--- src/rtl/pipe_stage_skid.sv ---
// Two-entry pipeline register with a skid slot: MAIN drives the outputs, SKID absorbs
// one extra entry so in_ready can be a pure function of registered state.
module pipe_stage_skid #(
    parameter int DATA_W      = 64,
    parameter int PC_W        = 16,
    parameter int ZERO_BUBBLE = 1
) (
    input  logic              clk,
    input  logic              rst_n,
    input  logic              in_valid,
    output logic              in_ready,
    input  logic [DATA_W-1:0] in_data,
    input  logic [PC_W-1:0]   in_pc,
    output logic              out_valid,
    input  logic              out_ready,
    output logic [DATA_W-1:0] out_data,
    output logic [PC_W-1:0]   out_pc,
    input  logic              flush,
    output logic [1:0]        count
);

    // Handshake: a transfer happens on a rising edge where valid and ready are both 1;
    // valid never waits on ready, and in_ready never looks at same-cycle out_ready.
    typedef enum logic [1:0] {
        EMPTY = 2'd0,
        ONE   = 2'd1,
        TWO   = 2'd2
    } state_t;

    localparam bit ZB = (ZERO_BUBBLE != 0);

    state_t            state_q, state_next;
    logic [DATA_W-1:0] main_data, skid_data;
    logic [PC_W-1:0]   main_pc, skid_pc;

    logic in_fire, out_fire;
    logic main_load_in, main_load_skid, skid_load, main_clear, flush_clear;

    assign in_ready  = (state_q != TWO);
    assign out_valid = (state_q != EMPTY);
    assign out_data  = main_data;
    assign out_pc    = main_pc;
    assign count     = state_q;

    assign in_fire  = in_valid & in_ready;
    assign out_fire = out_valid & out_ready;

    always_comb begin
        state_next     = state_q;
        main_load_in   = 1'b0;
        main_load_skid = 1'b0;
        skid_load      = 1'b0;
        main_clear     = 1'b0;
        flush_clear    = 1'b0;
        case (state_q)
            EMPTY: begin
                if (in_fire) begin
                    state_next   = ONE;
                    main_load_in = 1'b1;
                end
            end
            ONE: begin
                if (in_fire && out_fire) begin
                    main_load_in = 1'b1;
                end else if (in_fire) begin
                    state_next = TWO;
                    skid_load  = 1'b1;
                end else if (out_fire) begin
                    state_next = EMPTY;
                    main_clear = ZB;
                end
            end
            TWO: begin
                if (out_fire) begin
                    state_next     = ONE;
                    main_load_skid = 1'b1;
                end
            end
            default: state_next = EMPTY;
        endcase
        // Flush wins over every same-cycle transfer.
        if (flush) begin
            state_next     = EMPTY;
            main_load_in   = 1'b0;
            main_load_skid = 1'b0;
            skid_load      = 1'b0;
            main_clear     = 1'b0;
            flush_clear    = ZB;
        end
    end

    always_ff @(posedge clk or negedge rst_n) begin
        if (!rst_n) begin
            state_q <= EMPTY;
        end else begin
            state_q <= state_next;
        end
    end

    always_ff @(posedge clk or negedge rst_n) begin
        if (!rst_n) begin
            main_data <= '0;
            main_pc   <= '0;
        end else if (flush_clear || main_clear) begin
            main_data <= '0;
            main_pc   <= '0;
        end else if (main_load_in) begin
            main_data <= in_data;
            main_pc   <= in_pc;
        end else if (main_load_skid) begin
            main_data <= skid_data;
            main_pc   <= skid_pc;
        end
    end

    always_ff @(posedge clk or negedge rst_n) begin
        if (!rst_n) begin
            skid_data <= '0;
            skid_pc   <= '0;
        end else if (flush_clear) begin
            skid_data <= '0;
            skid_pc   <= '0;
        end else if (skid_load) begin
            skid_data <= in_data;
            skid_pc   <= in_pc;
        end
    end

endmodule

--- config.mk ---
export PLATFORM = sky130hd
export DESIGN_NAME = pipe_stage_skid
export DESIGN_NICKNAME = d
export VERILOG_FILES = /design/src/rtl/pipe_stage_skid.sv
export SDC_FILE = /design/constraint.sdc
export NUM_CORES = 1
export LEC_CHECK = 0
export CAP_MARGIN = 20
export CORE_ASPECT_RATIO = 1.1
export CORE_MARGIN = 5
export CORE_UTILIZATION = 54
export DETAILED_ROUTE_END_ITERATION = 6
export GPL_TIMING_DRIVEN = 0
export MAX_ROUTING_LAYER = met4
export PLACE_DENSITY = 0.95
export SLEW_MARGIN = 20
export SYNTH_ARGS = -nofsm -noshare
export SYNTH_HDL_FRONTEND = slang
export SYNTH_SLANG_ARGS = --single-unit
--- constraint.sdc ---
create_clock -name clk -period 4.41 [get_ports clk]
set_clock_uncertainty 0.2 [all_clocks]
set_input_delay 0.882 -clock clk [delete_from_list [all_inputs] [get_ports clk]]
set_output_delay 0.882 -clock clk [all_outputs]
set_load 0.005 [all_outputs]
Yosys cells after proc, flatten, opt, wreduce, memory -nomap -nowiden. Index checks and enable logic that the tools add are counted.

Reduce and logical (&&, ||, !) cells: 7. Multiplexer cells: 32. Equal/unequal tests: 7. Bitwise gates (word level): 2.

Operators by type and width (number): 64-bit 2-to-1 mux (5); 16-bit 2-to-1 mux (5); 1-bit 2-to-1 mux (14); 2-bit 2-to-1 mux (6); 3-bit inequality test, second input constant (3); 2-bit one-hot mux with 3 select lines (1); 4-bit inequality test, second input constant (1); 4-bit AND reduction (1); 2-bit nonzero test (2); 3-bit nonzero test (1); 1-bit AND (2); 2-bit by 1-bit equality test with 1-bit output, second input constant (1); 2-bit equality test, second input constant (1); 2-bit zero test (1); 2-bit inequality test, second input constant (1); 1-bit one-hot mux with 2 select lines (1); 1-bit logical AND (1); 1-bit logical OR (1).

Word-level logic and storage cells: 53. Output and inout bits: 84. Input port bits: 85. Register bits after elaboration: 162.

Logic depth before layout (Yosys ltp).
Depth in word-level cells: 9. Gate-level depth with buffers: 7. Gate-level depth less buffers: 4.

Worst setup path before layout. OpenSTA, ideal clock, no wires.

Path kind: input to register. Start: input port in_valid. End: register main_data[0], in the netlist out_data[0]. Path buffers: 2. Stages on the path: 6. Data required time: 4132 ps. Setup time: 78 ps. Setup slack: 2364 ps. Data arrival time: 1768 ps. Cells stage by stage: nor2b_1 > o21ai_1 > a21o_1 > buf_2 > buf_2 > o2bb2ai_1.

Longest elaborated chain between the ends: 7. Elaborated cells between the ends (all ways): 14. Classes of those cells: 10 x mux; 1 x bitwise; 3 x reduce/logical.

Ends and longest elaborated chain: from (decl) (line 10) `input logic in_valid,`; 1-bit AND (*) (line 45) `assign in_fire = in_valid & in_ready;`; 1-bit logical AND or 1-bit 2-to-1 mux (tied branches) (line 63, 65); 1-bit 2-to-1 mux (line 63) `if (in_fire && out_fire) begin`; 1-bit one-hot mux with 2 select lines or 1-bit 2-to-1 mux (tied branches) (line 55) `case (state_q)`; 1-bit 2-to-1 mux (line 82) `if (flush) begin`; 64-bit 2-to-1 mux or 1-bit logical OR (tied branches) (line 107, 104); 64-bit 2-to-1 mux or 3-bit nonzero test (tied branches); to (signal assigned) (line 108) `main_data <= in_data;`; to (signal assigned) (line 111) `main_data <= skid_data;`; to (decl) (line 33) `logic [DATA_W-1:0] main_data, skid_data;`.

Every way passes the cells marked *; elsewhere a longest branch is shown, timed or not. A chain may end at the register's enable or synchronous reset.

Worst setup path in the final report.
Start: register state_q[0], in the netlist count[0]. End: output port in_ready.

Longest elaborated chain between the ends: 1.

Ends and longest elaborated chain: from (decl) (line 32) `state_t state_q, state_next;`; from (signal assigned) (line 96) `state_q <= state_next;`; 2-bit inequality test (line 39) `assign in_ready = (state_q != TWO);`; to (decl) (line 11) `output logic in_ready,`.

No other way between the ends.

==> results.py <==
metrics = {
    "floorplanning": {
        "fp-row-count": 43,
        "die_height_um": 129.2,
        "core_region_area_mm2": 0.01264,
        "dieArea_mm2": 0.01529,
        "start_util": 0.5517,
        "io_pins": 169,
        "die_w_um": 118.4,
    },
    "placement": {
        "dp_hpwl_mm": 13.28,
        "globalplace.congestion": 0.8323,
        "port_buffers": 168,
    },
    "setup_path": {
        "startpoint_type": "flip-flop",
        "worst_path_dominant_cell_family": "buffers and inverters",
        "crit_arrival_ns": 1.78,
        "crit_chain": "buf_2 -> nor2b_1 -> inv_1 -> clkdlybuf4s50_1",
        "path_buf_inv": 3,
        "required_ns": 3.33,
        "path_class": "reg2out",
        "cp_slowest_cell": "clkdlybuf4s50_1",
        "cp-end-kind": "primary output",
        "critPathMaxStageDelay_ns": 0.48,
        "critPathMaxFanout": 9,
    },
    "synth": {
        "ys_seq_elements": 162,
        "synth_edf_count": 0,
        "async_reset_ff_frac": 1.000,
        "syn_inst": 635,
        "ys_warn_count": 0,
        "yosysSeqAreaShare": 0.5812,
        "synth_nets": 720,
        "netlist_area_mm2": 0.006975,
        "synth.distinct_cells": 19,
        "avgSynthCellArea_um2": 10.98,
        "ys.flop_type": "dfrtp_1",
    },
    "grt": {
        "grt.total_usage": 0.2725,
        "grt_first_pass_wirelength_mm": 31.97,
        "grt_pass1_vias": 6099,
        "globalRouteOverflowTotal": 0,
        "antenna_found_initial": 0,
        "grt_max_degree": 65,
    },
    "timing": {
        "final-max-slew-violation-count": 0,
        "max_freq_mhz": 349.5,
        "rsz0062_at_grt": "no",
        "relSlewSlack": 0.3825,
        "setup_violations": 0,
        "worstMarginPinSlew_ns": 0.9228,
        "finalHoldViolCount": 0,
        "fin_crit_sh": 0.6488,
        "min_period_ns": 2.861,
    },
    "layout": {
        "regArea_mm2": 0.004054,
        "fillerInstances": 811,
        "nNetsFinal": 909,
        "diodes": 0,
        "drive_gt1_frac": 0.08244,
        "multiInputGateArea_mm2": 0.002628,
        "post-route-util": 0.7510,
        "area_delta_synth_final_pct": 36.13,
    },
    "clocking": {
        "ctsResizeCount": 0,
        "cts-root-buf": "clkbuf_16",
        "cts_tree": "built",
        "holdBufCountCts": 0,
        "clkTransAtPathRegs_ns": 0.06,
        "max-clock-path-buffers": 2,
        "h-tree-depth": 4,
        "cts_buffers": 17,
        "post_cts_buffers": 0,
        "clk_latency_ns": 0.43,
        "clock-sinks": 162,
    },
    "run_status": {
        "outcome": "finished clean",
    },
    "routing": {
        "routed_wl_mm": 19.73,
        "drt_pass1_iterations": 5,
        "via_per_inst": 5.806,
        "ant_nets": 0,
        "via_count": 5771,
        "wl_per_cell_um": 19.85,
        "drtIter0Drc": 497,
        "route.detailed.drc": 0,
    },
    "power_and_ir_drop": {
        "leakagePower_nw": 3.905,
        "p_per_area_mw_per_mm2": 364.6,
        "total_power_w": 0.003462,
        "ir_drop_mv": 0.2476,
    },
    "worst_hold_path": {
        "hp-class": "in2async",
    },
    "run": {
        "cap_violations": 0,
    },
}
==> cell usage in the layout (no fill, tap or decap) <==
master | Yosys | final
nor2b_1 | 3 | 3
mux2i_1 | 81 | 81
clkinvlp_4 | 0 | 3
a21o_1 | 1 | 1
a211oi_2 | 1 | 1
buf_8 | 0 | 1
nand2b_1 | 4 | 4
o21ai_1 | 1 | 1
or2_2 | 1 | 1
inv_1 | 1 | 1
buf_6 | 8 | 8
o2bb2ai_1 | 80 | 80
nand2_1 | 161 | 161
xor2_1 | 1 | 1
buf_4 | 1 | 1
a21oi_1 | 82 | 82
clkbuf_1 | 18 | 20
clkbuf_16 | 0 | 17
clkbuf_8 | 0 | 3
buf_16 | 0 | 2
clkdlybuf4s50_1 | 0 | 167
clkinv_2 | 0 | 5
nor3_1 | 2 | 2
bufinv_16 | 0 | 2
nor2_1 | 2 | 2
dfrtp_1 | 162 | 162
buf_2 | 25 | 25
==> metal layers <==
metal,track usage,part of all wire,vias to the layer above
met5,-,0,-
met4,0.1221,0.032,0
met3,0.08381,0.082,59
met2,0.4429,0.50,248
met1,0.3131,0.38,2865
li1,-,-,2599
==> through the flow <==
step                hold slack, ns  std cells  area, um2  TNS (ns)  setup WS (ns)
floorplan                   0.2794        635       6975         0          2.364
global placement            0.2705        960       8853   -680.50         -4.210
detailed placement          0.2731        962       8914         0          1.197
CTS                         0.1420        994       9495         0          1.532
global route                0.1465        994       9495         0          1.408
finish                      0.1420        994       9495         0          1.549
==> power by group <==
group	switching [W]	internal [W]
registers	0.0000309	0.00154
clock network	0.000589	0.000873
logic	0.000222	0.000211
==> registers in the layout, indices dropped and copies added (netlist names) <==
register   count
count          2
out_data      64
out_pc        16
skid_data     64
skid_pc       16
==> final cells by class <==
| cell class | count | share of cell area |
|---|---|---|
| plain buffers | 52 | 0.03057 |
| clock inverters | 10 | 0.01133 |
| flip-flops and latches | 162 | 0.4269 |
| well taps | 157 | 0.02069 |
| inverters | 1 | 0.0003953 |
| multi-input cells | 420 | 0.2767 |
| repair buffers | 170 | 0.1834 |
| clock buffers | 22 | 0.04994 |
==> cell usage after synthesis (all sizes together) (2+ instances only) <==
cell	instances	area (um2)
clkbuf	18	67.56
buf	34	222.7
nor2b	3	18.77
nand2	161	604.3
nor3	2	10.01
nor2	2	7.510
o2bb2ai	80	700.7
a21oi	82	410.4
dfrtp	162	4054
nand2b	4	25.02
mux2i	81	810.8
==> kinds of logic after synthesis <==
logic type      synth area share
compound gates            0.1629
xor+xnor                0.001256
buf+inv                  0.04215
flops                     0.5812
mux                       0.1162
simple gates             0.09632
==> worst reg2reg max path, cell delays in order, from the launching register on <==
cell and delay, ns:
dfrtp_1 0.45, nand2b_1 0.22, nor2_1 0.73, clkbuf_1 0.43, nand2_1 0.12, a21oi_1 0.17
==> final timing paths <==
check                              from  slack, ns             to  cells after the start
max reg2reg                    count[1]       2.00  skid_data[17]                      5
max in group asynchronous         rst_n       2.94   out_data[31]                      3
min in group clk           out_data[59]       0.29   out_data[59]                      1
max                            count[0]       1.55       in_ready                      4
min reg2reg                out_data[59]       0.29   out_data[59]                      1
min                               rst_n       0.14    skid_pc[12]                      1
Power figures use the tool's default switching activity.
